**src/rtl/rx_drain_arbiter.sv**
```systemverilog
// Round-robin drain of NPORTS serial receivers into one valid/ready stream.
// Grants a receiver holding an item, pulses its item_read once, and holds the word until accepted.
module rx_drain_arbiter #(
    parameter int NPORTS = 5,
    parameter int SIZE   = 8,
    parameter int PORT_W = 3,
    parameter int CNT_W  = 16
) (
    input  logic                   clk,
    input  logic                   reset,
    input  logic [NPORTS-1:0]      rx_valid,
    input  logic [NPORTS*SIZE-1:0] rx_data,
    output logic [NPORTS-1:0]      rx_item_read,
    output logic                   out_valid,
    input  logic                   out_ready,
    output logic [SIZE-1:0]        out_data,
    output logic [PORT_W-1:0]      out_port,
    output logic [CNT_W-1:0]       item_count
);

    typedef enum logic [1:0] {IDLE, ACK, HOLD} state_t;

    state_t              state, state_nxt;
    logic [PORT_W-1:0]   rr_ptr, rr_nxt;
    logic [NPORTS-1:0]   read_nxt;
    logic                valid_nxt;
    logic [SIZE-1:0]     data_nxt;
    logic [PORT_W-1:0]   port_nxt;
    logic [CNT_W-1:0]    count_nxt;

    logic                hi_found, lo_found;
    logic [PORT_W-1:0]   hi_idx, lo_idx, grant;
    logic [SIZE-1:0]     gnt_data;
    logic [NPORTS-1:0]   gnt_onehot;

    // Round-robin pick: lowest valid index at/after rr_ptr, else lowest valid overall (wrap).
    // Only the granted word is selected, so X on idle receivers never reaches out_data.
    always_comb begin
        hi_found   = 1'b0;
        lo_found   = 1'b0;
        hi_idx     = '0;
        lo_idx     = '0;
        for (int unsigned i = 0; i < NPORTS; i++) begin
            if (rx_valid[i] && !lo_found) begin
                lo_found = 1'b1;
                lo_idx   = PORT_W'(i);
            end
            if (rx_valid[i] && !hi_found && (PORT_W'(i) >= rr_ptr)) begin
                hi_found = 1'b1;
                hi_idx   = PORT_W'(i);
            end
        end
        grant      = hi_found ? hi_idx : lo_idx;
        gnt_data   = '0;
        gnt_onehot = '0;
        for (int unsigned i = 0; i < NPORTS; i++) begin
            if (PORT_W'(i) == grant) begin
                gnt_data      = rx_data[i*SIZE +: SIZE];
                gnt_onehot[i] = 1'b1;
            end
        end
    end

    always_comb begin
        state_nxt = state;
        rr_nxt    = rr_ptr;
        read_nxt  = '0;
        valid_nxt = out_valid;
        data_nxt  = out_data;
        port_nxt  = out_port;
        count_nxt = item_count;
        case (state)
            IDLE: begin
                valid_nxt = 1'b0;
                if (|rx_valid) begin
                    data_nxt  = gnt_data;
                    port_nxt  = grant;
                    valid_nxt = 1'b1;
                    read_nxt  = gnt_onehot;
                    rr_nxt    = (grant == PORT_W'(NPORTS - 1)) ? '0 : grant + PORT_W'(1);
                    state_nxt = ACK;
                end
            end
            ACK: begin
                if (out_ready) begin
                    valid_nxt = 1'b0;
                    count_nxt = item_count + CNT_W'(1);
                    state_nxt = IDLE;
                end else begin
                    state_nxt = HOLD;
                end
            end
            HOLD: begin
                if (out_ready) begin
                    valid_nxt = 1'b0;
                    count_nxt = item_count + CNT_W'(1);
                    state_nxt = IDLE;
                end
            end
            default: state_nxt = IDLE;
        endcase
    end

    always_ff @(posedge clk or posedge reset) begin
        if (reset) begin
            state        <= IDLE;
            rr_ptr       <= '0;
            rx_item_read <= '0;
            out_valid    <= 1'b0;
            out_data     <= '0;
            out_port     <= '0;
            item_count   <= '0;
        end else begin
            state        <= state_nxt;
            rr_ptr       <= rr_nxt;
            rx_item_read <= read_nxt;
            out_valid    <= valid_nxt;
            out_data     <= data_nxt;
            out_port     <= port_nxt;
            item_count   <= count_nxt;
        end
    end

endmodule

```
**config.mk**
```make
export PLATFORM = sky130hd
export DESIGN_NAME = rx_drain_arbiter
export DESIGN_NICKNAME = d
export VERILOG_FILES = /design/src/rtl/rx_drain_arbiter.sv
export SDC_FILE = /design/constraint.sdc
export NUM_CORES = 1
export LEC_CHECK = 0
export ABC_AREA = 1
export BUFFER_PORTS_ARGS = -buffer_cell sky130_fd_sc_hd__buf_2
export CAP_MARGIN = 20
export CORE_AREA = 2 2 65 83
export DETAILED_ROUTE_END_ITERATION = 16
export DIE_AREA = 0 0 67 85
export GPL_ROUTABILITY_DRIVEN = 0
export PLACE_DENSITY = 0.8
export SLEW_MARGIN = 15
export SYNTH_ARGS = -nofsm -noshare
export SYNTH_HDL_FRONTEND = slang
export SYNTH_SLANG_ARGS = --single-unit
```
**constraint.sdc**
```tcl
create_clock -name clk -period 3.2 [get_ports clk]
set_input_delay 0.48 -clock clk [delete_from_list [all_inputs] [get_ports clk]]
set_output_delay 0.48 -clock clk [all_outputs]
set_load 0.02 [all_outputs]
```
==> results.ini <==
[finish]
num-nets-final=484
n_antenna_cell=0
layout-drive-gt1-share=0.285
area.growth.synth_to_final_pct=21.5
utilization=0.620
fillerInstances=467

[critical_path]
path_max_fanout=12
critical-path-top-delay-family=simple AND/OR/NAND/NOR gates
cp_common_cell=nand2_1
cp_num_buf_inv=3
arrival_ns=2.59
critPathKind=reg -> reg
max_stage_delay_ns=0.42
worstPathRequired_ns=3.39
end_kind=flop
start_kind=flop
slowest_stage=dfrtp_1
worstSetupStartpoint=rr_ptr[2]
reg2reg_from=rr_ptr[2]
path_cells=inv_2 > nand3_2 > a31oi_1 > nand2_2 > nor2_1 > ha_1 > clkinv_1 > nand2_1 > inv_1 > nand2_1 > nand2_1 > nand2_1 > nand2_1

[synth]
syn_nets=401
synth_xor_area_frac=0.0452
ys.flop_type=dfrtp_1
ys_ff_latch=38
synth_top_family_by_area=simple AND/OR/NAND/NOR gates
synthAdderAreaFrac=0.0298
async_reset_ff_frac=1.00
synth_edf_count=0
netlist_area_mm2=0.00252
synthSimpleGateAreaFrac=0.371
synthMuxAreaShare=0.00447
synth-compound-area-share=0.0541
syn_avg_cell_area_um2=7.26
ys_warn_count=0
yosysSeqAreaShare=0.378
synth_cells=347
synth.distinct_cells=36

[clock_tree]
htreeDepth=2
cts_hold_buf=0
clk_pin_slew_ns=0.07
clk_latency_ns=0.29
cts-resized-gates=0
cts_buffers=5
clock_sink_count=38
max-clock-path-buffers=2
cts_tree=yes
cts_setup_buffers=0
cts-root-buf=clkbuf_8

[pwr]
peakVddDrop_mv=0.455
leakage_uw=0.00182
power_density_mw_per_mm2=912
finalPower_uw=2790

[floorplan]
die_w_um=67
floorplan.initialDensity=0.510
die-area_mm2=0.00570
core_mm2=0.00493
core.rowCount=29
die_y_um=85
pin_count=81

[sta]
post-route-period-util=0.753
tns_ns=0
worstMarginPinSlew_ns=0.717
min_period_ns=2.41
finalClockSkew_ns=0.00463
relSlewSlack=0.522
setup_viol=0
whs_ns=0.298
fin_ws_ns=0.792
hold_viol=0
grt_setup_unrepaired=false
finalMaxSlewViolations=0
fmax_mhz=415

[route]
wl_mm=6.02
drt_pass1_iterations=4
num_vias=2393
drt.antenna.violating_nets=0
drtIter0Drc=125
routedWlPerCell_um=12.2
route.detailed.drc=0
vias_per_cell=4.85

[global_route]
grt_pass1_vias=2318
antenna_found_initial=0
grt_start_max_net_pins=21
grt-ovfl-total=0
grt_first_pass_wirelength_mm=10.1
grt_use_total=0.228

[placement]
portBuffers=80
dp_hpwl_mm=4.78
post-place-ws_ns=0.608

[min_path]
hp-class=in -> async

[job]
max-cap-violations=0

[run_status]
status=completed

## final timing paths
path | slack [ns] | cells after the start | end
setup / recovery | 0.79 | 13 | out_data[1]
hold / removal | 0.30 | 2 | out_data[7]
setup reg to reg | 0.79 | 13 | out_data[1]
hold reg to reg | 0.47 | 1 | item_count[15]
max in group asynchronous | 2.17 | 3 | item_count[4]
min in group clk | 0.47 | 1 | item_count[15]
## where the power goes
group	internal [µW]	switching [µW]	total (µW)
Sequential	645	111	756
Combinational	570	1130	1700
Clock	174	162	335
Total	1390	1400	2790
## layout by cell type, fill, tap and decap left out, types with 2 or more instances in the layout
| cell | n |
|---|---|
| nor2_4 | 4 |
| o21ai_0 | 15 |
| xnor2_1 | 6 |
| a21oi_1 | 4 |
| nand2_2 | 9 |
| nand2_4 | 4 |
| nand4_1 | 3 |
| nor2_1 | 33 |
| nor3_1 | 2 |
| buf_4 | 2 |
| nand3_1 | 33 |
| buf_2 | 80 |
| dfrtp_1 | 38 |
| inv_2 | 4 |
| ha_1 | 6 |
| nand3_2 | 5 |
| xor2_1 | 7 |
| nand2_1 | 89 |
| nand3b_1 | 2 |
| inv_1 | 63 |
| clkbuf_8 | 6 |
| nor2_2 | 2 |
## kinds of logic (layout without fill, tap and decap cells)
group | count (synthesis) | count (layout)
xor+xnor | 13 | 13
flops | 38 | 38
compound gates | 25 | 25
fa+ha+maj | 6 | 6
mux | 1 | 1
buf+inv | 74 | 158
simple gates | 190 | 190
## final cells by class
| type | instances | area [µm²] | share of cell area |
|---|---|---|---|
| clock buffers | 7 | 86.3 | 0.0282 |
| inverters | 68 | 255 | 0.0834 |
| clock inverters | 1 | 5.00 | 0.00164 |
| multi-input cells | 235 | 1270 | 0.415 |
| well taps | 62 | 77.6 | 0.0253 |
| repair buffers | 82 | 415 | 0.136 |
| flip-flops and latches | 38 | 951 | 0.311 |
## synth_stat cells, types with 2 or more instances
cell type / number / area share
a21oi_1: 4 / 0.0079
buf_6: 2 / 0.0089
dfrtp_1: 38 / 0.38
ha_1: 6 / 0.030
inv_1: 63 / 0.094
inv_2: 4 / 0.0060
nand2_1: 89 / 0.13
nand2_2: 9 / 0.022
nand2_4: 4 / 0.018
nand3_1: 33 / 0.066
nand3_2: 5 / 0.020
nand3b_1: 2 / 0.0060
nand4_1: 3 / 0.0075
nor2_1: 33 / 0.049
nor2_2: 2 / 0.0050
nor2_4: 4 / 0.018
nor3_1: 2 / 0.0040
o21ai_0: 15 / 0.030
xnor2_1: 6 / 0.021
xor2_1: 7 / 0.024
## state kept, by name, summed over array words and instances (netlist names)
register and cells:
item_count 16, out_valid 1, state 2, out_port 3, rr_ptr 3, rx_item_read 5
out_data 8
## metrics by stage
stage / cell area, µm² / instances
2_1_floorplan: 2520 / 347
3_3_place_gp: 2970 / 485
3_5_place_dp: 2970 / 485
4_1_cts: 3060 / 493
5_1_grt: 3060 / 493
6_report: 3060 / 493
## per-layer routing
metal  up-vias  share of wire  GRT usage
li1       1224              -          -
met1      1076           0.40      0.279
met2        81           0.52      0.399
met3        12          0.057     0.0292
met4         0          0.024     0.0853
met5         -              0          0
Note: power is estimated with default switching activity, not from simulation.
